$ cat src/rtl/mem_lsu.sv
// Load/store unit between a CPU request/response port and a single-cycle,
// word-addressed memory. Byte and halfword stores use read-modify-write.
// Handshakes: a transfer happens on a rising clk edge where valid and ready
// are both high; valid, once raised, holds its payload until that edge.
module mem_lsu #(
    parameter int MEM_WORDS = 64
) (
    input  logic        clk,
    input  logic        reset,
    input  logic        req_valid,
    output logic        req_ready,
    input  logic        req_we,
    input  logic [1:0]  req_size,
    input  logic        req_signed,
    input  logic [31:0] req_addr,
    input  logic [31:0] req_wdata,
    output logic        resp_valid,
    input  logic        resp_ready,
    output logic [31:0] resp_rdata,
    output logic        resp_err,
    output logic        mem_we,
    output logic [31:0] mem_a,
    output logic [31:0] mem_wd,
    input  logic [31:0] mem_rd,
    output logic [1:0]  dbg_state
);

    typedef enum logic [1:0] {
        IDLE   = 2'd0,
        ACCESS = 2'd1,
        WRITE  = 2'd2,
        RESP   = 2'd3
    } state_t;

    state_t      state, state_nx;
    logic        lat_we;
    logic [1:0]  lat_size;
    logic        lat_signed;
    logic [31:0] lat_addr;
    logic [31:0] lat_wdata;
    logic [31:0] cap_word;
    logic [31:0] rdata_q;
    logic        err_q;

    logic        req_bad;
    logic [7:0]  byte_sel;
    logic [15:0] half_sel;
    logic [31:0] load_val;
    logic [31:0] merge_word;
    logic        accept;
    logic        do_load;
    logic        do_capture;

    assign resp_rdata = rdata_q;
    assign resp_err   = err_q;
    assign dbg_state  = state;

    // Classify an incoming request: reserved size, misalignment, out of range.
    always_comb begin
        req_bad = 1'b0;
        case (req_size)
            2'b01:   req_bad = req_addr[0];
            2'b10:   req_bad = |req_addr[1:0];
            2'b11:   req_bad = 1'b1;
            default: req_bad = 1'b0;
        endcase
        if (req_addr[31:2] >= 30'(MEM_WORDS)) req_bad = 1'b1;
    end

    // Pick the addressed lane out of the memory word and extend it.
    always_comb begin
        byte_sel = mem_rd[7:0];
        case (lat_addr[1:0])
            2'd1:    byte_sel = mem_rd[15:8];
            2'd2:    byte_sel = mem_rd[23:16];
            2'd3:    byte_sel = mem_rd[31:24];
            default: byte_sel = mem_rd[7:0];
        endcase
        half_sel = lat_addr[1] ? mem_rd[31:16] : mem_rd[15:0];
        case (lat_size)
            2'b00:   load_val = {{24{lat_signed & byte_sel[7]}}, byte_sel};
            2'b01:   load_val = {{16{lat_signed & half_sel[15]}}, half_sel};
            default: load_val = mem_rd;
        endcase
    end

    // Replace only the addressed byte/half lane of the captured word.
    always_comb begin
        merge_word = cap_word;
        if (lat_size == 2'b00) begin
            case (lat_addr[1:0])
                2'd0:    merge_word[7:0]   = lat_wdata[7:0];
                2'd1:    merge_word[15:8]  = lat_wdata[7:0];
                2'd2:    merge_word[23:16] = lat_wdata[7:0];
                default: merge_word[31:24] = lat_wdata[7:0];
            endcase
        end else if (lat_addr[1]) begin
            merge_word[31:16] = lat_wdata[15:0];
        end else begin
            merge_word[15:0] = lat_wdata[15:0];
        end
    end

    // State register.
    always_ff @(posedge clk or negedge reset) begin
        if (!reset) state <= IDLE;
        else        state <= state_nx;
    end

    // Next-state and per-state outputs; memory strobes decode from state only.
    always_comb begin
        state_nx   = state;
        req_ready  = 1'b0;
        resp_valid = 1'b0;
        mem_we     = 1'b0;
        mem_a      = 32'h0;
        mem_wd     = 32'h0;
        accept     = 1'b0;
        do_load    = 1'b0;
        do_capture = 1'b0;
        case (state)
            IDLE: begin
                req_ready = 1'b1;
                if (req_valid) begin
                    accept   = 1'b1;
                    state_nx = req_bad ? RESP : ACCESS;
                end
            end
            ACCESS: begin
                mem_a = {lat_addr[31:2], 2'b00};
                if (!lat_we) begin
                    do_load  = 1'b1;
                    state_nx = RESP;
                end else if (lat_size == 2'b10) begin
                    mem_we   = 1'b1;
                    mem_wd   = lat_wdata;
                    state_nx = RESP;
                end else begin
                    do_capture = 1'b1;
                    state_nx   = WRITE;
                end
            end
            WRITE: begin
                mem_a    = {lat_addr[31:2], 2'b00};
                mem_we   = 1'b1;
                mem_wd   = merge_word;
                state_nx = RESP;
            end
            RESP: begin
                resp_valid = 1'b1;
                if (resp_ready) state_nx = IDLE;
            end
            default: state_nx = IDLE;
        endcase
    end

    // Request fields, captured memory word and registered response.
    always_ff @(posedge clk or negedge reset) begin
        if (!reset) begin
            lat_we     <= 1'b0;
            lat_size   <= 2'b00;
            lat_signed <= 1'b0;
            lat_addr   <= 32'h0;
            lat_wdata  <= 32'h0;
            cap_word   <= 32'h0;
            rdata_q    <= 32'h0;
            err_q      <= 1'b0;
        end else begin
            if (accept) begin
                lat_we     <= req_we;
                lat_size   <= req_size;
                lat_signed <= req_signed;
                lat_addr   <= req_addr;
                lat_wdata  <= req_wdata;
                rdata_q    <= 32'h0;
                err_q      <= req_bad;
            end
            if (do_load)    rdata_q  <= load_val;
            if (do_capture) cap_word <= mem_rd;
        end
    end

endmodule

$ cat config.mk
export PLATFORM = sky130hd
export DESIGN_NAME = mem_lsu
export DESIGN_NICKNAME = d
export VERILOG_FILES = /design/src/rtl/mem_lsu.sv
export SDC_FILE = /design/constraint.sdc
export NUM_CORES = 1
export LEC_CHECK = 0
export BUFFER_PORTS_ARGS = -buffer_cell sky130_fd_sc_hd__buf_4
export CAP_MARGIN = 20
export CELL_PAD_IN_SITES_DETAIL_PLACEMENT = 0
export CELL_PAD_IN_SITES_GLOBAL_PLACEMENT = 2
export CORE_MARGIN = 8
export CORE_UTILIZATION = 35
export DETAILED_ROUTE_END_ITERATION = 8
export PLACE_DENSITY_LB_ADDON = 0.1
export SYNTH_ARGS = -nofsm -noshare
export SYNTH_HDL_FRONTEND = slang
export SYNTH_SLANG_ARGS = --single-unit
$ cat constraint.sdc
create_clock -name clk -period 5.2 [get_ports clk]
set_input_delay 0.52 -clock clk [delete_from_list [all_inputs] [get_ports clk]]
set_output_delay 0.52 -clock clk [all_outputs]
set_load 0.05 [all_outputs]
==> metrics.yaml, run 1 <==
slowest_delay_ns: 0.91
synth-main-ff-cell: "dfrtp_1"
core_sq_mm: 0.0188
routed_via_density: 5.41
setup_viol: 0
h-tree-depth: 4
design_area_sq_mm: 0.00897
syn_area_sq_mm: 0.00671
crit_start: "dbg_state[0]"
initialDrtViolationCount: 268
antenna_found_initial: 0
endpoint: "mem_wd[0]"
place_congestion: 0.834
end_kind: "output pin"
port_buffers: 203
worstPathBufferInverterCount: 2
synth_area_leader_cell: "dfrtp_1"
rsz0062_at_grt: "false"
cellPowerDensity_mw_per_mm2: 844
crit_path_cell_trace: "inv_1, ha_1, nor4b_4, a31o_2, a22o_1, buf_4"
worst-setup-path-type: "reg -> out"
avgSynthCellArea_sq_um: 11.4
grt_pass1_wl_um: 35500
grt_pass1_vias: 5984
drc_errors: 0
dieHeight_um: 154
clk_pin_slew_ns: 0.06
hold_buffers: 0
dp_hpwl_um: 17400
worst_pin_slew_ns: 1.03
area_growth_pct: 33.8
finClkSkew_ns: 0.00603
ys_seq_area_share_pct: 50.4
synth_cells: 590
synthArstFlopShare_pct: 100
ir_worst_vdd_mv: 0.457
reg2reg_depth: 6
slew_violations: 0
postCtsSetupBuffers: 0
fmax_ghz: 0.266
rrSetupSlack_ns: 2.44
r2r_end: "resp_rdata[21]"
cts_tree: "done"
n_antenna_cell: 0
fin_crit_sh_pct: 72.4
critical-path-top-delay-family: "simple AND/OR/NAND/NOR gates"
power_mw: 7.57
root_buffer: "clkbuf_16"
drive_gt1_share_pct: 43.5
avgRoutedWirePerCell_um: 22.7
cts_resized: 0
cts_buffers: 17
cts.sinks: 135
r2r-start: "dbg_state[1]"
rows: 50
hold_viol: 0
run_status: "completed"
startpoint_type: "flip-flop"
grt_max_degree: 96
die_width_um: 154
crit_path_top_delay_cell: "nor4b_4"
wl_um: 23200
grt_usage_pct: 19.3
synthTopCellsByArea: "dfrtp_1 50%, mux2_2 15%, nand2_1 3.4%"
hold_ws_ns: 0.201
clkLatencyLatePin_ns: 0.42
timing.final.ws_setup_ns: 1.43
overflow: 0
initial_core_util_pct: 35.7
yosys_warnings: 0
place_ws_ns: 1.87
maxCapViolCount: 0
slew_headroom_pct: 31.1
cp.arrival_ns: 3.25
path_depth: 6
nets: 883
tns_ns: 0
required_ns: 4.68
cellLeakagePower_nw: 4.16
min_period_ns: 3.77
ios: 206
hold_class: "in -> async"
yosysUniqueCellTypes: 49
clock_path_buffers: 2
yosysTopAreaCellShare_pct: 50.4
crit_fanout: 17
vias: 5524
ant_nets: 0
drt_pre_antenna_iters: 5
die-area_sq_mm: 0.0238
synth-edff-count: 0
placement.cell_area_sq_mm: 0.00834
synth-seq-cells: 135
## metrics by stage
stage / util (%) / instances
after floorplan: - / 591
after detailed placement: 44.4 / 989
after CTS: 47.7 / 1021
after global placement: 44.4 / 989
final: 47.8 / 1022
after global routing: 47.8 / 1022
## flip-flops by register name, summed over array words and instances, names as in the netlist
register	cells
lat_wdata	32
resp_err	1
lat_we	1
resp_rdata	32
dbg_state	2
lat_size	2
lat_addr	32
cap_word	32
lat_signed	1
## cells in the mapped netlist, drive strengths merged, types with 2 or more instances
cell     number
a211oi        8
a21oi        34
a221o        16
a221oi        7
a22o          8
a22oi         8
a2bb2oi       2
a31oi         2
a32o         16
and2         30
and2b         2
and3          2
buf          25
clkbuf       19
dfrtp       135
ha            4
inv          14
mux2        100
mux2i        10
nand2        61
nand2b        4
nor2         15
nor2b         3
nor3          9
nor4          6
o21ai        20
o22ai        11
o2bb2ai       8
## routing by layer
metal  track usage [%]  wire length [um]  vias up
met2              31.0             11000      195
met1              24.7             10000     2776
met3              5.77              1900       19
met4              5.51               275        0
met5                 0                 0        -
li1                  -                 -     2534
## power by group
group | switching (mW) | total (mW) | internal [mW]
clock | 0.510 | 1.28 | 0.765
sequential | 0.459 | 2.04 | 1.58
combinational | 2.74 | 4.26 | 1.51
total | 3.71 | 7.57 | 3.86
## cells by family after synthesis
family	count (synthesis)	share of synthesized area, %
mux	110	18.3
fa+ha+maj	4	0.746
flops	135	50.4
buf+inv	58	4.31
compound gates	144	15.8
other cells	1	0.0559
simple gates	138	10.4
## how the worst min path moves through the flow
stage	to	slack (ns)	cells past startpoint
final	resp_rdata[28]	0.20	1
after global routing	resp_rdata[28]	0.27	1
after CTS	resp_rdata[28]	0.23	1
after detailed placement	resp_err	0.48	2
after global placement	resp_err	0.48	2
after floorplan	cap_word[0]	0.22	0
## final cells by class
cell class                 instances  area, sq um
fill                            1764         9800
sequential                       135         3380
multi-input combinational        398         3050
timing repair buffer             209         1580
clock buffer                      17          425
tap                              234          293
clock inverter                    15          190
inverter                          14         52.6
## layout by cell type, fill, tap and decap left out, drive strengths merged, types with 3 or more instances in the layout
cell      instances
clkinvlp          4
bufinv            3
nand2            61
nand2b            4
ha                4
and2             30
nor2             15
nor3              9
a21oi            34
clkbuf           18
a221oi            7
mux2            100
o21ai            20
a32o             16
buf             208
o22ai            11
nor2b             3
a211oi            8
dfrtp           135
inv              20
nor4              6
mux2i            10
a22o              8
o2bb2ai           8
a22oi             8
a221o            16
No activity file was read; power rests on OpenSTA's default activity.
==> inputs of run 2 (changes only) <==
--- a/config.mk
+++ b/config.mk
@@ -5,12 +5,13 @@
 export SDC_FILE = /design/constraint.sdc
 export NUM_CORES = 1
 export LEC_CHECK = 0
+export ABC_AREA = 1
 export BUFFER_PORTS_ARGS = -buffer_cell sky130_fd_sc_hd__buf_4
 export CAP_MARGIN = 20
 export CELL_PAD_IN_SITES_DETAIL_PLACEMENT = 0
 export CELL_PAD_IN_SITES_GLOBAL_PLACEMENT = 2
 export CORE_MARGIN = 8
-export CORE_UTILIZATION = 35
+export CORE_UTILIZATION = 26
 export DETAILED_ROUTE_END_ITERATION = 8
 export PLACE_DENSITY_LB_ADDON = 0.1
 export SYNTH_ARGS = -nofsm -noshare
==> constraint.sdc (replaced) <==
create_clock -name clk -period 3.3 [get_ports clk]
set_input_delay 0.33 -clock clk [delete_from_list [all_inputs] [get_ports clk]]
set_output_delay 0.33 -clock clk [all_outputs]
set_load 0.05 [all_outputs]
==> run 2 against run 1 <==
  * Routed wire length increased by 27%
  * Non-clock buffer count increased by 11
  * Hold slack worse by 0.096 ns
  * Synthesized cell count increased by 78%
  * Register-to-register slack got worse by 1.2 ns
  * Combinational power grew 64%
  * Critical path depth increased by 1
  * Critical endpoint is now mem_wd[14]
  * Largest power group unchanged
==> metrics.yaml, run 2 <==
cellPowerDensity_mw_per_mm2: 1210  # was 844 mW/mm^2
synth-edff-count: 0  # unchanged
ant_nets: 0  # unchanged
use_met2_pct: 27.6  # was 31.0%
wl_um: 29300  # was 23200 um
synth-main-ff-cell: "dfrtp_1"  # unchanged
finClkSkew_ns: 0.0110  # was 0.00603 ns
hold_buffers: 1  # was 0
grt.busiest_layer: "met2"  # unchanged
min_period_ns: 3.02
synth-seq-cells: 135  # unchanged
dp_hpwl_um: 22200  # was 17400 um
rsz0062_at_grt: "false"  # unchanged
grt_use_met1_pct: 23.5  # was 24.7%
postCtsSetupBuffers: 0  # unchanged
root_buffer: "clkbuf_16"  # unchanged
overflow: 0  # unchanged
worst-setup-path-type: "reg -> out"  # unchanged
grt_usage_pct: 17.4  # was 19.3%
synth_common_cells: "479 x nand2_1, 135 x dfrtp_1, 85 x inv_1"  # was 135 x dfrtp_1, 92 x mux2_2, 60 x nand2_1
ys_seq_area_share_pct: 46.1  # was 50.4%
ir_worst_vdd_mv: 0.427  # was 0.457 mV
end_kind: "output pin"  # unchanged
cts_buffers: 17  # unchanged
clkLatencyLatePin_ns: 0.42  # about the same
synth_cells: 1048  # was 590
cellLeakagePower_nw: 5.25  # was 4.16 nW
area_growth_pct: 32.9  # was 33.8%
fill_cells: 3109  # was 1764
n_antenna_cell: 0  # unchanged
place_congestion: 0.797  # was 0.834
routed_via_density: 4.46  # was 5.41
nets: 1336  # was 883
crit_fanout: 13  # was 17
clock_path_buffers: 2  # unchanged
run_status: "completed"  # unchanged
tns_ns: 0  # unchanged
cts_tree: "done"  # unchanged
clk_pin_slew_ns: 0.07  # was 0.06 ns
worst_pin_slew_ns: 0.830  # was 1.03 ns
dieHeight_um: 184  # was 154 um
fmax_ghz: 0.331
required_ns: 2.97  # was 4.68 ns
ios: 206  # unchanged
grt_pass1_wl_um: 45300  # was 35500 um
final_common_cell: "nand2_1"  # was buf_4
drt_pre_antenna_iters: 7  # was 5
cp.arrival_ns: 2.69  # was 3.25 ns
h-tree-depth: 4  # unchanged
syn_area_sq_mm: 0.00733  # was 0.00671 sq mm
yosysTopAreaCellShare_pct: 46.1  # was 50.4%
cts.sinks: 135  # unchanged
initialDrtViolationCount: 441  # was 268
yosysUniqueCellTypes: 29  # was 49
grt_pass1_vias: 7567  # was 5984
holdPathStages: 3
yosys_warnings: 0  # unchanged
rows: 61  # was 50
drc_errors: 0  # unchanged
maxCapViolCount: 0  # unchanged
slew_headroom_pct: 44.5  # was 31.1%
avgRoutedWirePerCell_um: 18.1  # was 22.7 um
grt_max_degree: 73  # was 96
layout_common_cells: "478 x nand2_1, 217 x buf_4, 135 x dfrtp_1"  # was 207 x buf_4, 135 x dfrtp_1, 92 x mux2_2
reg2reg_depth: 6  # unchanged
finalCoreUtilization_pct: 35.1  # was 47.8%
antenna_found_initial: 0  # unchanged
synthArstFlopShare_pct: 100  # unchanged
synthTopCellsByArea: "dfrtp_1 46%, nand2_1 25%, a21oi_1 5.0%"  # was dfrtp_1 50%, mux2_2 15%, nand2_1 3.4%
grt_util_met3_pct: 4.37  # was 5.77%
synth.most_common_cell: "nand2_1"  # was dfrtp_1
port_buffers: 203  # unchanged
slew_violations: 0  # unchanged
synth_area_leader_cell: "dfrtp_1"  # unchanged
startpoint_type: "flip-flop"  # unchanged
cts_resized: 0  # unchanged
initial_core_util_pct: 26.4  # was 35.7%
setup_viol: 0  # unchanged
die_width_um: 184  # was 154 um
die-area_sq_mm: 0.0338  # was 0.0238 sq mm
vias: 7225  # was 5524
drive_gt1_share_pct: 21.9  # was 43.5%
fin_crit_sh_pct: 91.6
core_sq_mm: 0.0278  # was 0.0188 sq mm
hold_viol: 0  # unchanged
hold_class: "in -> reg"  # was in -> async
avgSynthCellArea_sq_um: 6.99  # was 11.4 sq um
## run 2: cell count changes after synthesis, sizes merged, moves of 18 or more
| cell | change |
|---|---|
| a21oi | +40 |
| and2 | -30 |
| inv | +79 |
| mux2 | -99 |
| nand2 | +422 |
| nand3 | +43 |
| nor2 | +18 |
| o21ai | +63 |
## run 2: cells by family after synthesis
family	synth area share, %
AO/OA/AOI/OAI	13.4
flip-flops	46.1
AND/OR/NAND/NOR	30.9
other	0.0512
adder cells (fa/ha/maj)	0.683
multiplexers	0.154
buffers and inverters	8.71
## run 2: worst paths after layout
kind	end	start	slack, ns
max reg2reg	resp_rdata[26]	lat_addr[0]	1.23
max in group asynchronous	lat_wdata[0]	reset	1.98
min reg2reg	lat_addr[31]	lat_addr[31]	0.48
min	lat_addr[5]	req_addr[5]	0.10
max	mem_wd[14]	dbg_state[0]	0.28
min in group asynchronous	resp_rdata[1]	reset	0.50
## run 2: layout make-up
cell class / count / area [sq um] / share of cell area [%]
Inverter: 94 / 353 / 3.62
Timing Repair Buffer: 220 / 1670 / 17.2
Tap cell: 378 / 473 / 4.86
Clock inverter: 14 / 115 / 1.18
Multi-Input combinational cell: 760 / 3320 / 34.1
Sequential cell: 135 / 3380 / 34.7
Clock buffer: 18 / 429 / 4.41
## run 2: critical path: stages (launching register included)
cell and delay, ns:
dfrtp_1 0.42, inv_1 0.12, ha_1 0.48, inv_2 0.19, nor2_1 0.40, o211ai_1 0.15, a31oi_1 0.27, buf_4 0.25
## run 2: power by group
group	switching [mW]	internal, mW
sequential	0.606	2.41
clock	0.817	0.980
combinational	5.02	1.96
## run 2: layer usage
metal,vias up,share of wire [%]
met5,-,0
met4,0,1.0
met3,14,5.7
met2,166,46
met1,3382,47
li1,3663,-
## run 2: through the flow
step	instance area, sq um	std cells	hold slack (ns)	setup WS (ns)	power [mW]
6_report	9740	1619	0.105	0.278	11.8
5_1_grt	9740	1619	0.0972	0.0795	12.7
4_1_cts	9740	1619	0.0846	0.301	12.0
3_5_place_dp	9180	1586	0.425	0.748	10.1
3_3_place_gp	9180	1586	0.423	0.782	10.1
2_1_floorplan	7330	1049	0.0344	0.586	7.83
==> inputs of run 3 (changes only) <==
--- a/config.mk
+++ b/config.mk
@@ -10,9 +10,11 @@
 export CAP_MARGIN = 20
 export CELL_PAD_IN_SITES_DETAIL_PLACEMENT = 0
 export CELL_PAD_IN_SITES_GLOBAL_PLACEMENT = 2
+export CORE_ASPECT_RATIO = 2
 export CORE_MARGIN = 8
 export CORE_UTILIZATION = 26
 export DETAILED_ROUTE_END_ITERATION = 8
+export MAX_ROUTING_LAYER = met4
 export PLACE_DENSITY_LB_ADDON = 0.1
 export SYNTH_ARGS = -nofsm -noshare
 export SYNTH_HDL_FRONTEND = slang
==> run 3 against run 2 <==
  * Cell count fell by 1.6%
  * Clock power is 12% higher
  * Routed wire length rose by 1.4%
  * Design area is 0.30% higher
  * Largest cell class unchanged
==> metrics.yaml, run 3 (same netlist as run 2, synthesis figures left out) <==
run_status: "completed"  # unchanged
crit_path_cell_trace: "inv_1, ha_1, nand2_1, inv_1, nand3_1, inv_2, nand2_1, a21oi_1, buf_4"  # was inv_1, ha_1, inv_2, nor2_1, o211ai_1, a31oi_1, buf_4
hold_ws_ns: 0.0821  # was 0.105 ns
routed_via_density: 4.61  # was 4.46
hold_class: "in -> reg"  # unchanged
grt_pass1_vias: 7739  # was 7567
layout_common_cells: "479 x nand2_1, 212 x buf_4, 135 x dfrtp_1"  # was 478 x nand2_1, 217 x buf_4, 135 x dfrtp_1
cp.arrival_ns: 2.62  # was 2.69 ns
grt_util_met3_pct: 3.38  # was 4.37%
die_width_um: 135  # was 184 um
avgRoutedWirePerCell_um: 18.7  # was 18.1 um
required_ns: 2.97  # about the same
grt_use_met1_pct: 21.5  # was 23.5%
place_congestion: 0.800  # was 0.797
die-area_sq_mm: 0.0341  # was 0.0338 sq mm
grt.busiest_layer: "met2"  # unchanged
slowest_delay_ns: 0.45  # was 0.48 ns
layout.cells.non_filler: 1593  # was 1619
slew_violations: 0  # unchanged
dp_hpwl_um: 22400  # was 22200 um
hold_buffers: 1  # unchanged
cts_buffers: 17  # unchanged
drc_errors: 0  # unchanged
postCtsSetupBuffers: 0  # unchanged
min_period_ns: 2.95  # was 3.02 ns
crit_path_top_delay_cell: "dfrtp_1"  # was ha_1
finalCoreUtilization_pct: 34.9  # was 35.1%
ios: 206  # unchanged
root_buffer: "clkbuf_16"  # unchanged
ant_nets: 0  # unchanged
rows: 87  # was 61
drt_pre_antenna_iters: 5  # was 7
use_met2_pct: 30.1  # was 27.6%
nets: 1332  # was 1336
core_sq_mm: 0.0280  # was 0.0278 sq mm
fill_cells: 3102  # was 3109
fmax_ghz: 0.339  # was 0.331 GHz
slew_headroom_pct: 55.9  # was 44.5%
cellPowerDensity_mw_per_mm2: 1230  # was 1210 mW/mm^2
port_buffers: 203  # unchanged
drive_gt1_share_pct: 21.7  # was 21.9%
initial_core_util_pct: 26.2  # was 26.4%
fin_crit_sh_pct: 89.3  # was 91.6%
overflow: 0  # unchanged
end_kind: "output pin"  # unchanged
clock_path_buffers: 2  # unchanged
area_growth_pct: 33.3  # was 32.9%
place_ws_ns: 0.734  # was 0.748 ns
initialDrtViolationCount: 572  # was 441
clk_pin_slew_ns: 0.06  # was 0.07 ns
timing.final.ws_setup_ns: 0.354  # was 0.278 ns
placement.cell_area_sq_mm: 0.00915  # was 0.00918 sq mm
cts_tree: "done"  # unchanged
grt_pass1_wl_um: 45700  # was 45300 um
worst_pin_slew_ns: 0.661  # was 0.830 ns
dieHeight_um: 253  # was 184 um
rsz0062_at_grt: "false"  # unchanged
n_antenna_cell: 0  # unchanged
crit_fanout: 24  # was 13
cts.sinks: 135  # unchanged
regArea_sq_mm: 0.00338  # unchanged
antenna_found_initial: 0  # unchanged
setup_viol: 0  # unchanged
h-tree-depth: 4  # unchanged
cts_resized: 0  # unchanged
finClkSkew_ns: 0.00899  # was 0.0110 ns
tns_ns: 0  # unchanged
worst-setup-path-type: "reg -> out"  # unchanged
dp.cells: 1560  # was 1586
power_mw: 12.0  # was 11.8 mW
startpoint_type: "flip-flop"  # unchanged
clkLatencyLatePin_ns: 0.44  # was 0.42 ns
grt_usage_pct: 18.3  # was 17.4%
multi_input_area_sq_mm: 0.00332  # about the same
vias: 7336  # was 7225
hold_viol: 0  # unchanged
cellLeakagePower_nw: 5.27  # was 5.25 nW
maxCapViolCount: 0  # unchanged
final_common_cell: "nand2_1"  # unchanged
design_area_sq_mm: 0.00977  # was 0.00974 sq mm
ir_worst_vdd_mv: 0.773  # was 0.427 mV
grt_max_degree: 68  # was 73
wl_um: 29700  # was 29300 um
## run 3: cell types whose count changed in the layout (fill, tap and decap cells not counted)
cell        previous run  this run
buf_4                217       212
bufinv_16              0         3
inv_6                  7         4
buf_12                 1         3
clkinv_2               1         3
buf_6                  1         0
clkbuf_1               1         0
clkbuf_8               0         1
clkinv_4               3         2
clkinvlp_4             3         2
nand2_1              478       479
nand2_2                5         4
## run 3: worst paths after layout
kind | start | end | slack, ns | cells after the start
min in group asynchronous | reset | resp_rdata[21] | 0.39 | 2
max in group asynchronous | reset | lat_signed | 1.85 | 3
worst max register to register | lat_addr[0] | resp_rdata[26] | 1.28 | 6
worst min register to register | lat_addr[19] | lat_addr[19] | 0.48 | 2
worst min-delay path | req_wdata[18] | lat_wdata[18] | 0.08 | 3
worst max-delay path | dbg_state[1] | mem_wd[31] | 0.35 | 9
## run 3: power breakdown
group	switching, mW	internal [mW]
clock	0.806	1.21
sequential	0.639	2.41
combinational	5.02	1.95
total	6.47	5.57
## run 3: worst max-delay path: cells and delay by family, from the launching register on
family	cells	cell delay [ns]
compound gates	1	0.30
simple gates	3	0.38
fa+ha+maj	1	0.17
buf+inv	4	0.87
flops	1	0.45
## run 3: metal layers
metal / part of all wire (%) / vias up
met3: 3.9 / 29
met5: 0 / -
met4: 2.5 / 0
li1: - / 3648
met1: 42 / 3486
met2: 52 / 173
## run 3: cell type report
type | instances | area share (%)
Sequential cell | 135 | 34.6
Multi-Input combinational cell | 760 | 34.0
Timing Repair Buffer | 216 | 17.0
Tap cell | 356 | 4.56
Clock buffer | 18 | 4.50
Inverter | 94 | 3.61
Clock inverter | 14 | 1.77
